File: src/rtl/guess_entry_if.sv
// Key-event and guess/preview bundle between the keypad driver and guess_entry.
// The master drives key events; the slave (guess_entry) drives the guess and preview outputs.
interface guess_entry_if;
    logic       iKeyValid;
    logic [3:0] iKeyCode;
    logic [3:0] oNum1;
    logic [3:0] oNum2;
    logic [3:0] oNum3;
    logic       oNumRdy;
    logic [3:0] oBuf1;
    logic [3:0] oBuf2;
    logic [3:0] oBuf3;
    logic [1:0] oCount;
    logic       oErr;

    modport master (
        output iKeyValid, iKeyCode,
        input  oNum1, oNum2, oNum3, oNumRdy, oBuf1, oBuf2, oBuf3, oCount, oErr
    );

    modport slave (
        input  iKeyValid, iKeyCode,
        output oNum1, oNum2, oNum3, oNumRdy, oBuf1, oBuf2, oBuf3, oCount, oErr
    );
endinterface

File: src/rtl/guess_entry.sv
// Keypad front end: collects three digits with backspace/clear/enter editing and idle timeout.
// Optional macro GUESS_ENTRY_DUP_CHECK_EN rejects guesses containing repeated digits.
module guess_entry #(
    parameter int TIMEOUT_CYCLES = 50_000_000,
    parameter int TIMEOUT_W      = 26
) (
    input  logic          clk,
    input  logic          reset_n,
    guess_entry_if.slave  bus
);

    typedef enum logic [1:0] {
        EMPTY = 2'd0,
        PART1 = 2'd1,
        PART2 = 2'd2,
        FULL  = 2'd3
    } state_e;

    localparam logic [TIMEOUT_W-1:0] IDLE_LAST = TIMEOUT_W'(TIMEOUT_CYCLES - 1);

    localparam logic [3:0] KEY_BKSP  = 4'hA;
    localparam logic [3:0] KEY_ENTER = 4'hB;
    localparam logic [3:0] KEY_CLEAR = 4'hC;

    state_e               state_q, state_d;
    logic [3:0]           buf1_q, buf1_d, buf2_q, buf2_d, buf3_q, buf3_d;
    logic [3:0]           num1_q, num1_d, num2_q, num2_d, num3_q, num3_d;
    logic                 num_rdy_q, num_rdy_d;
    logic                 err_q, err_d;
    logic [TIMEOUT_W-1:0] idle_q, idle_d;
    logic                 key_accepted;
    logic                 guess_ok;

    // Reserved codes 0xD-0xF are not accepted keys and leave everything untouched.
    assign key_accepted = bus.iKeyValid && (bus.iKeyCode <= KEY_CLEAR);

`ifdef GUESS_ENTRY_DUP_CHECK_EN
    assign guess_ok = (buf1_q != buf2_q) && (buf1_q != buf3_q) && (buf2_q != buf3_q);
`else
    assign guess_ok = 1'b1;
`endif

    always_comb begin
        state_d   = state_q;
        buf1_d    = buf1_q;
        buf2_d    = buf2_q;
        buf3_d    = buf3_q;
        num1_d    = num1_q;
        num2_d    = num2_q;
        num3_d    = num3_q;
        num_rdy_d = 1'b0;
        err_d     = 1'b0;
        idle_d    = (state_q == EMPTY) ? '0 : idle_q + TIMEOUT_W'(1);

        if (key_accepted) begin
            idle_d = '0;
            if (bus.iKeyCode <= 4'd9) begin
                unique case (state_q)
                    EMPTY: begin buf1_d = bus.iKeyCode; state_d = PART1; end
                    PART1: begin buf2_d = bus.iKeyCode; state_d = PART2; end
                    PART2: begin buf3_d = bus.iKeyCode; state_d = FULL;  end
                    FULL:  err_d = 1'b1;
                endcase
            end else if (bus.iKeyCode == KEY_BKSP) begin
                unique case (state_q)
                    EMPTY: ;
                    PART1: begin buf1_d = 4'd0; state_d = EMPTY; end
                    PART2: begin buf2_d = 4'd0; state_d = PART1; end
                    FULL:  begin buf3_d = 4'd0; state_d = PART2; end
                endcase
            end else if (bus.iKeyCode == KEY_CLEAR) begin
                buf1_d  = 4'd0;
                buf2_d  = 4'd0;
                buf3_d  = 4'd0;
                state_d = EMPTY;
            end else if (bus.iKeyCode == KEY_ENTER) begin
                if (state_q == FULL && guess_ok) begin
                    num1_d    = buf1_q;
                    num2_d    = buf2_q;
                    num3_d    = buf3_q;
                    num_rdy_d = 1'b1;
                    buf1_d    = 4'd0;
                    buf2_d    = 4'd0;
                    buf3_d    = 4'd0;
                    state_d   = EMPTY;
                end else begin
                    err_d = 1'b1;
                end
            end
        end else if (state_q != EMPTY && idle_q == IDLE_LAST) begin
            // A key in the expiry cycle takes the branch above, so expiry only fires when idle.
            buf1_d  = 4'd0;
            buf2_d  = 4'd0;
            buf3_d  = 4'd0;
            state_d = EMPTY;
            idle_d  = '0;
        end
    end

    always_ff @(posedge clk or negedge reset_n) begin
        if (!reset_n) begin
            state_q   <= EMPTY;
            buf1_q    <= 4'd0;
            buf2_q    <= 4'd0;
            buf3_q    <= 4'd0;
            num1_q    <= 4'd0;
            num2_q    <= 4'd0;
            num3_q    <= 4'd0;
            num_rdy_q <= 1'b0;
            err_q     <= 1'b0;
            idle_q    <= '0;
        end else begin
            state_q   <= state_d;
            buf1_q    <= buf1_d;
            buf2_q    <= buf2_d;
            buf3_q    <= buf3_d;
            num1_q    <= num1_d;
            num2_q    <= num2_d;
            num3_q    <= num3_d;
            num_rdy_q <= num_rdy_d;
            err_q     <= err_d;
            idle_q    <= idle_d;
        end
    end

    assign bus.oNum1   = num1_q;
    assign bus.oNum2   = num2_q;
    assign bus.oNum3   = num3_q;
    assign bus.oNumRdy = num_rdy_q;
    assign bus.oBuf1   = buf1_q;
    assign bus.oBuf2   = buf2_q;
    assign bus.oBuf3   = buf3_q;
    assign bus.oCount  = state_q;
    assign bus.oErr    = err_q;

endmodule
File: src/flat_wrapper.sv
// flat-port wrapper written by rule: the top's interface ports become plain ports
module guess_entry_flat 
#(
    parameter int TIMEOUT_CYCLES = 50_000_000,
    parameter int TIMEOUT_W      = 26
)
  (clk, reset_n, bus_iKeyValid, bus_iKeyCode, bus_oNum1, bus_oNum2, bus_oNum3, bus_oNumRdy, bus_oBuf1, bus_oBuf2, bus_oBuf3, bus_oCount, bus_oErr);
  guess_entry_if bus_i ();
  input  logic clk;
  input  logic reset_n;
  input wire logic [$bits(bus_i.iKeyValid)-1:0] bus_iKeyValid;
  input wire logic [$bits(bus_i.iKeyCode)-1:0] bus_iKeyCode;
  output wire logic [$bits(bus_i.oNum1)-1:0] bus_oNum1;
  output wire logic [$bits(bus_i.oNum2)-1:0] bus_oNum2;
  output wire logic [$bits(bus_i.oNum3)-1:0] bus_oNum3;
  output wire logic [$bits(bus_i.oNumRdy)-1:0] bus_oNumRdy;
  output wire logic [$bits(bus_i.oBuf1)-1:0] bus_oBuf1;
  output wire logic [$bits(bus_i.oBuf2)-1:0] bus_oBuf2;
  output wire logic [$bits(bus_i.oBuf3)-1:0] bus_oBuf3;
  output wire logic [$bits(bus_i.oCount)-1:0] bus_oCount;
  output wire logic [$bits(bus_i.oErr)-1:0] bus_oErr;
  assign bus_i.iKeyValid = bus_iKeyValid;
  assign bus_i.iKeyCode = bus_iKeyCode;
  assign bus_oNum1 = bus_i.oNum1;
  assign bus_oNum2 = bus_i.oNum2;
  assign bus_oNum3 = bus_i.oNum3;
  assign bus_oNumRdy = bus_i.oNumRdy;
  assign bus_oBuf1 = bus_i.oBuf1;
  assign bus_oBuf2 = bus_i.oBuf2;
  assign bus_oBuf3 = bus_i.oBuf3;
  assign bus_oCount = bus_i.oCount;
  assign bus_oErr = bus_i.oErr;
  guess_entry #(.TIMEOUT_CYCLES(TIMEOUT_CYCLES), .TIMEOUT_W(TIMEOUT_W)) u_core (.clk(clk), .reset_n(reset_n), .bus(bus_i));
endmodule
File: config.mk
export PLATFORM = sky130hd
export DESIGN_NAME = guess_entry_flat
export DESIGN_NICKNAME = d
export VERILOG_FILES = /design/src/rtl/guess_entry_if.sv /design/src/rtl/guess_entry.sv /design/src/flat_wrapper.sv
export SDC_FILE = /design/constraint.sdc
export NUM_CORES = 1
export LEC_CHECK = 0
export BUFFER_PORTS_ARGS = -buffer_cell sky130_fd_sc_hd__buf_2
export CAP_MARGIN = 10
export CORE_ASPECT_RATIO = 2
export CORE_MARGIN = 5
export CORE_UTILIZATION = 55
export CTS_CLUSTER_SIZE = 25
export DETAILED_ROUTE_END_ITERATION = 8
export GPL_ROUTABILITY_DRIVEN = 0
export HOLD_SLACK_MARGIN = 0.06
export PLACE_DENSITY = 0.77
export SLEW_MARGIN = 20
export SYNTH_ARGS = -nofsm -noshare
export SYNTH_HDL_FRONTEND = slang
export SYNTH_SLANG_ARGS = --single-unit
File: constraint.sdc
create_clock -name clk -period 3.1 [get_ports clk]
set_input_delay 0.62 -clock clk [delete_from_list [all_inputs] [get_ports clk]]
set_output_delay 0.62 -clock clk [all_outputs]
set_load 0.1 [all_outputs]
# After elaboration in Yosys (flattened, before gate mapping)

Cells that the tools add are included.

$add $sub $neg: 1
Multipliers: 0
Divide/modulo/power cells: 0
Order comparisons: 2
Equal/unequal tests: 16
Shift-type cells: 0
Mux-type cells: 45
Bitwise logic cells: 3
Reduce and logical (&&, ||, !) cells: 10

Operators with widths:

| kind                    | number |
|---|---|
| $mux W4                 | 21 |
| $mux W26                | 3 |
| $add A26 B1 Y26 const B | 1 |
| $eq A26 B26 Y1 const B  | 1 |
| $ne A5 B5 Y1 const B    | 3 |
| $reduce_and A5 Y1       | 3 |
| $mux W2                 | 7 |
| $eq A4 B4 Y1 const B    | 3 |
| $mux W1                 | 12 |
| $pmux W2 S3             | 2 |
| $ne A3 B3 Y1 const B    | 3 |
| $le A4 B4 Y1 const B    | 2 |
| $ne A4 B4 Y1 const B    | 2 |
| $ne A6 B6 Y1 const B    | 1 |
| $reduce_and A6 Y1       | 1 |
| $eq A2 B2 Y1 const B    | 2 |
| $reduce_bool A2 Y1      | 2 |
| $not A1 Y1              | 3 |
| $reduce_and A3 Y1       | 1 |
| $eq A2 B1 Y1 const B    | 1 |
| $logic_and A1 B1 Y1     | 2 |
| $logic_not A2 Y1        | 1 |

Flip-flop bits (word level): 54
Bits in latches: 0
RAM bits: 0
ROM bits: 0
Logic and storage cells: 87
Memories: 0

# Logic depth before layout (Yosys ltp)

Gate-level depths: netlist of run 1.

Depth after elaboration: 7
Mapped depth: 9
Mapped depth without buffers: 7

# Worst setup path after synthesis of run 1

No wires, ideal clock.

Path type: register -> register
Start point: reg u_core.state_q[0] (netlist: u_core.bus.oCount[0])
End point: reg u_core.buf1_q[0] (netlist: u_core.bus.oBuf1[0])
Arrival: 2.799 ns
Data required time: 2.974 ns
Slack: 0.175 ns
Stages on the path, launching flop included: 8
Path buffers: 0
Clock period less this slack: 2.925 ns
Cells stage by stage: dfrtp_1 -> inv_1 -> ha_1 -> nor4_1 -> nand3_1 -> o41ai_4 -> o221a_2 -> mux2_2

Cells in the longest elaborated chain, start to end: 4

RTL lines:

| element                                                              | line               | source |
|---|---|---|
| start: declaration                                                   | guess_entry.sv:25  | `state_e state_q, state_d;` |
| start signal: assignment                                             | guess_entry.sv:113 | `state_q <= state_d;` |
| parallel branches: the longest is 3 deep, another holds $ne A5 B5 Y1 | -                  |  |
| $reduce_and A5 Y1 (no source line) *                                 | -                  |  |
| end signal: assignment                                               | guess_entry.sv:114 | `buf1_q <= buf1_d;` |
| end: declaration                                                     | guess_entry.sv:26  | `logic [3:0] buf1_q, buf1_d, buf2_q, buf2_d, buf3_q, buf3_d;` |

Mark *: on every way between the ends.
A chain may end at the register's enable or synchronous reset.

# Final worst setup path of run 1

Start point: reg u_core.state_q[0] (netlist: u_core.bus.oCount[0])
End point: reg u_core.buf1_q[2] (netlist: u_core.bus.oBuf1[2])

The elaborated chain is that of the path after synthesis.

==> run metrics, run 1 <==
initial antenna violation count 0; Fmax 0.404 GHz; initial core utilization 0.561; Pre-Repair DR Iteration Count 5; nets@finish 288; async set-reset flop share out of synthesis 1.00; CP bufs+invs 1; post-route ant nets 0; worst reg2reg startpoint u_core.bus.oCount[0]; CP top delay family compound AO/OA/AOI/OAI gates; Die H 107 µm; total grt overflow 0; CP Launch Point u_core.bus.oCount[0]; largest net degree at the start of global routing 55; sequential area share after synthesis 0.524; area of the multi-input gates 1160 µm²; # resized after CTS 0; worst setup path class flop to flop; R2R Setup Slk 0.62 ns; Leak Pwr 1.40 nW; yosys synthesis warning count 0; top cells by area, synth dfrtp_1, mux2_2, nor2_1; minimum clock period 2.48 ns; Yosys top cell area share 0.524; Routed WL 5.40 mm; Slowest cell on crit path o41ai_4; ordered list of cells on the worst path inv_1, ha_1, nor4_1, nand3_1, o41ai_4, o221a_2, mux2_2; pwr dens 659 nW/µm²; clk slew on worst S/H paths 0.10 ns; Worst Path Arrival 2.68 ns; clk_lat worst skew 0.31 ns; part of the cycle the worst path needs 0.799; first-pass GRT wire length 9.30 mm; CTS tree done; hold slack 0.424 ns; Final Hold Vio Count 0; hold buffers post-CTS 0; core area 4600 µm²; EDFF count, synth 0; cts bufs inserted 5; Via density 5.67; Reg2Reg Depth 7; RSZ-0062 raised after global routing no; final setup violating endpoints 0; Synth Register Bits 54; IO Pins 35; PortBufs 34; WL per Instance 16.3 µm; average cell area after synthesis 10.8 µm²; DP HPWL 4.03 mm; Fin Setup TNS 0 ns; total setup buffers inserted after CTS 0; die footprint 6250 µm²; CP startpoint kind flop; fill cell count 382; DRT iter0 DRCs 45; worst r2r dst u_core.bus.oBuf1[2]; Max Root-Sink Buffers 2; # clock sinks 54; Residual DRC 0; Peak supply drop 0.483 mV; Final Max Slew Viols 0; Setup crit end kind flop; Vias 1882; level count of the clock H-tree 2; slew at the pin closest to its max-slew limit 0.771 ns; Area Overhead vs Synth 13.4%; worst min path class input port to asynchronous set/reset pin; worst path required time 3.30 ns; status completed; cell area after synthesis 2580 µm²; cells after synthesis 239; Synth Net Count 251; leading area contributor after synthesis dfrtp_1; Layout Skew 0.0114 ns; vias in the first global route 1974; total area of sequential cells 1350 µm²; DIE WIDTH 58.4 µm; relative max-transition margin 0.482; CP max stage delay 0.51 ns; GRT Total Usage 0.196; Post-synth top cells dfrtp_1, nor2_1, mux2_2, nand2_1, xnor2_1; root buf cell clkbuf_8; layout cells sized above 1 0.242; top_reg_cell synth dfrtp_1; # diodes 0; FP Rows 35; count of cell types in the netlist 40; Crit Path Max Fanout 6; most frequent cell after synthesis dfrtp_1; total of max-cap violations 0
-- worst register-to-register path, delay by kind of cell (launching register included) --
family | cells | cell delay (ns)
buf+inv | 1 | 0.10
fa+ha+maj | 1 | 0.28
compound gates | 2 | 0.83
flops | 1 | 0.40
simple gates | 2 | 0.42
mux | 1 | 0.35
-- per-stage QoR --
step / power [mW] / instance area (µm²) / instances / util / worst slack, ns
floorplan: 1.34 / 2580 / 239 / - / 0.175
global placement: 1.46 / 2810 / 324 / 0.611 / 0.776
detailed placement: 1.47 / 2810 / 324 / 0.611 / 0.685
CTS: 1.95 / 2930 / 332 / 0.637 / 0.672
global route: 2.03 / 2930 / 332 / 0.637 / 0.553
finish: 1.93 / 2930 / 332 / 0.637 / 0.623
-- kinds of logic after synthesis --
family | Yosys count | synth area share
AND/OR/NAND/NOR | 103 | 0.200
flip-flops | 54 | 0.524
XOR/XNOR | 24 | 0.0814
multiplexers | 19 | 0.0824
AO/OA/AOI/OAI | 18 | 0.0635
buffers and inverters | 16 | 0.0252
adder cells (fa/ha/maj) | 5 | 0.0242
-- how the worst max path moves through the flow --
stage,to,slack (ns),cells past startpoint
4_1_cts,u_core.bus.oBuf1[2],0.67,7
5_1_grt,u_core.bus.oBuf1[0],0.55,7
6_report,u_core.bus.oBuf1[2],0.62,7
3_3_place_gp,u_core.bus.oBuf1[2],0.78,7
3_5_place_dp,u_core.bus.oBuf1[2],0.68,7
2_1_floorplan,u_core.bus.oBuf1[0],0.18,7
-- sequential cells by signal (all words and copies together) (netlist names) --
signal,count
u_core.idle_q,26
u_core.bus.oNum2,4
u_core.bus.oBuf2,4
u_core.bus.oCount,2
u_core.bus.oNum1,4
u_core.bus.oBuf3,4
u_core.bus.oBuf1,4
u_core.bus.oNum3,4
u_core.bus.oErr,1
u_core.bus.oNumRdy,1
-- layout by cell type, fill, tap and decap left out, types with 3 or more instances in the layout --
cell and count:
nand3_1 10, inv_1 9, xor2_1 11, buf_2 34
nor2_1 39, nand2_1 13, a22o_1 3, dfrtp_1 54
clkbuf_8 5, buf_4 3, xnor2_1 13, nor2b_1 5
and2_1 5, and3_1 5, nor4_1 5, ha_1 5
nand4_1 7, mux2_2 18, nor3_1 4
-- layout make-up --
| type | count | share of cell area |
|---|---|---|
| multi-input cells | 169 | 0.398 |
| well taps | 55 | 0.0235 |
| flip-flops and latches | 54 | 0.462 |
| clock buffers | 5 | 0.0235 |
| inverters | 9 | 0.0115 |
| clock inverters | 3 | 0.0162 |
| repair buffers | 37 | 0.0658 |
-- power by group --
group / total [mW] / internal, mW / switching (mW)
Sequential: 0.804 / 0.759 / 0.0453
Clock: 0.476 / 0.245 / 0.231
Combinational: 0.650 / 0.131 / 0.520
Total: 1.93 / 1.13 / 0.796
-- layer usage --
layer | vias to the layer above | part of all wire | global-route usage
met2 | 49 | 0.57 | 0.354
met1 | 918 | 0.36 | 0.206
met5 | - | 0 | 0
met4 | 0 | 0.047 | 0.108
met3 | 17 | 0.030 | 0.0325
li1 | 898 | - | -
(Power assumes the default switching activity.)
==> run 2: changes to the inputs <==
- clock period: 3.1 -> 2.3 ns (I/O delays scaled with it)
==> run metrics, run 2 (same netlist as run 1, synthesis figures left out) <==
Combinational Power Share 0.334; sw power 1.10 mW; switch share 0.390; Pre-Repair DR Iteration Count 5; total of max-cap violations 0; commonest non-fill, non-tap cell in the layout dfrtp_1; Setup crit end kind flop; Final Max Slew Viols 0; level count of the clock H-tree 2; cts bufs inserted 5; PortBufs 34; status completed; Fin Setup TNS 0 ns; CTS tree done; # diodes 0; Final Hold Vio Count 0; Residual DRC 0; clock power share 0.276; Seq pwr share 0.391; Crit Path Max Fanout 6; most flop-heavy register u_core.idle_q; clk slew on worst S/H paths 0.10 ns; total area of sequential cells 1360 µm²; CP startpoint kind flop; pwr dens 918 nW/µm²; fill cell count 382; RSZ-0062 raised after global routing no; final setup violating endpoints 0; root buf cell clkbuf_8; worst path required time 2.50 ns; total grt overflow 0; Routed WL 5.64 mm; Die H 107 µm; slew at the pin closest to its max-slew limit 0.565 ns; clk_lat worst skew 0.31 ns; WL per Instance 16.6 µm; minimum clock period 2.19 ns; Via density 5.67; relative max-transition margin 0.623; DIE WIDTH 58.4 µm; post-route ant nets 0; FP Rows 35; Peak supply drop 0.721 mV; core area 4600 µm²; hold slack 0.126 ns; Cell Int Power 1.71 mW; DRT iter0 DRCs 58; most frequent cells in the layout dfrtp_1, nor2_1, buf_2, mux2_2; Area Overhead vs Synth 18.5%; nets@finish 295; # clock sinks 54; area of the multi-input gates 1200 µm²; Vias 1923; layout cells sized above 1 0.282; Worst Path Arrival 2.40 ns; initial antenna violation count 0; IO Pins 35; Layout Skew 0.00886 ns; largest net degree at the start of global routing 32; vias in the first global route 2071; max reg flops 26; part of the cycle the worst path needs 0.953; DP HPWL 4.18 mm; GRT Total Usage 0.201; Max Root-Sink Buffers 2; first-pass GRT wire length 9.67 mm; die footprint 6250 µm²; worst min path class input port to asynchronous set/reset pin; Leak Pwr 1.46 nW; initial core utilization 0.561; worst setup path class flop to flop; Fmax 0.456 GHz
-- run 2: cell types whose count changed in the layout (fill, tap and decap cells not counted), sizes merged --
cell and change:
clkbuf +1, clkinv -1, bufinv +1, inv -1
buf +7
-- run 2: per-stage QoR --
stage               instances  worst slack, ns  total power, mW  area [µm²]  utilization
detailed placement        329           0.0509             2.00        2870        0.624
CTS                       337           0.0677             2.77        3010        0.656
floorplan                 239           0.0137             1.82        2590            -
global placement          329            0.144             1.99        2870        0.624
finish                    339            0.107             2.81        3060        0.665
global route              339          0.00134             2.93        3060        0.665
-- run 2: power groups by stage --
stage                     combinational [mW]  clock, mW  sequential [mW]
after floorplan                        0.265          0             1.55
after global placement                 0.880          0             1.11
after detailed placement               0.888          0             1.12
after CTS                              0.890      0.785             1.10
after global routing                   0.998      0.827             1.11
final                                  0.936      0.774             1.10
-- run 2: cell type report --
type / instances / area share
well taps: 55 / 0.0225
repair buffers: 44 / 0.0843
clock buffers: 6 / 0.0270
flip-flops and latches: 54 / 0.444
multi-input cells: 169 / 0.391
clock inverters: 2 / 0.0196
inverters: 9 / 0.0110
-- run 2: path summary, 6_finish.rpt --
| kind | startpoint | slack, ns | to | cells past startpoint |
|---|---|---|---|---|
| min reg2reg | u_core.bus.oNum3[2] | 0.51 | u_core.bus.oNum3[2] | 1 |
| max | u_core.bus.oCount[1] | 0.11 | u_core.bus.oCount[1] | 8 |
| min in group clk | bus_iKeyValid | 0.48 | u_core.bus.oErr | 2 |
| max reg2reg | u_core.bus.oCount[1] | 0.11 | u_core.bus.oCount[1] | 8 |
| min | reset_n | 0.13 | u_core.idle_q[21] | 1 |
| max in group asynchronous | reset_n | 1.61 | u_core.bus.oBuf1[3] | 2 |
-- run 2: critical path, cell delays in order (launching register included) --
cell and delay [ns]:
dfrtp_4 0.45, inv_1 0.09, ha_4 0.20, nor4_4 0.14
nand3_2 0.14, o41ai_4 0.41, buf_4 0.19, o311ai_1 0.14
a221o_1 0.32
-- run 2: metal layers --
metal	up-vias	part of all wire	global-route usage
met5	-	0	0
met4	0	0.027	0.0995
met3	14	0.031	0.0325
met2	44	0.58	0.355
met1	957	0.36	0.223
li1	908	-	-
-- run 2: what timing repair did --
item / in CTS / in global routing
setup buffers: 0 / 2
hold buffers: 0 / 0
resized for setup: 0 / 4
setup endpoints to repair: 0 / 8
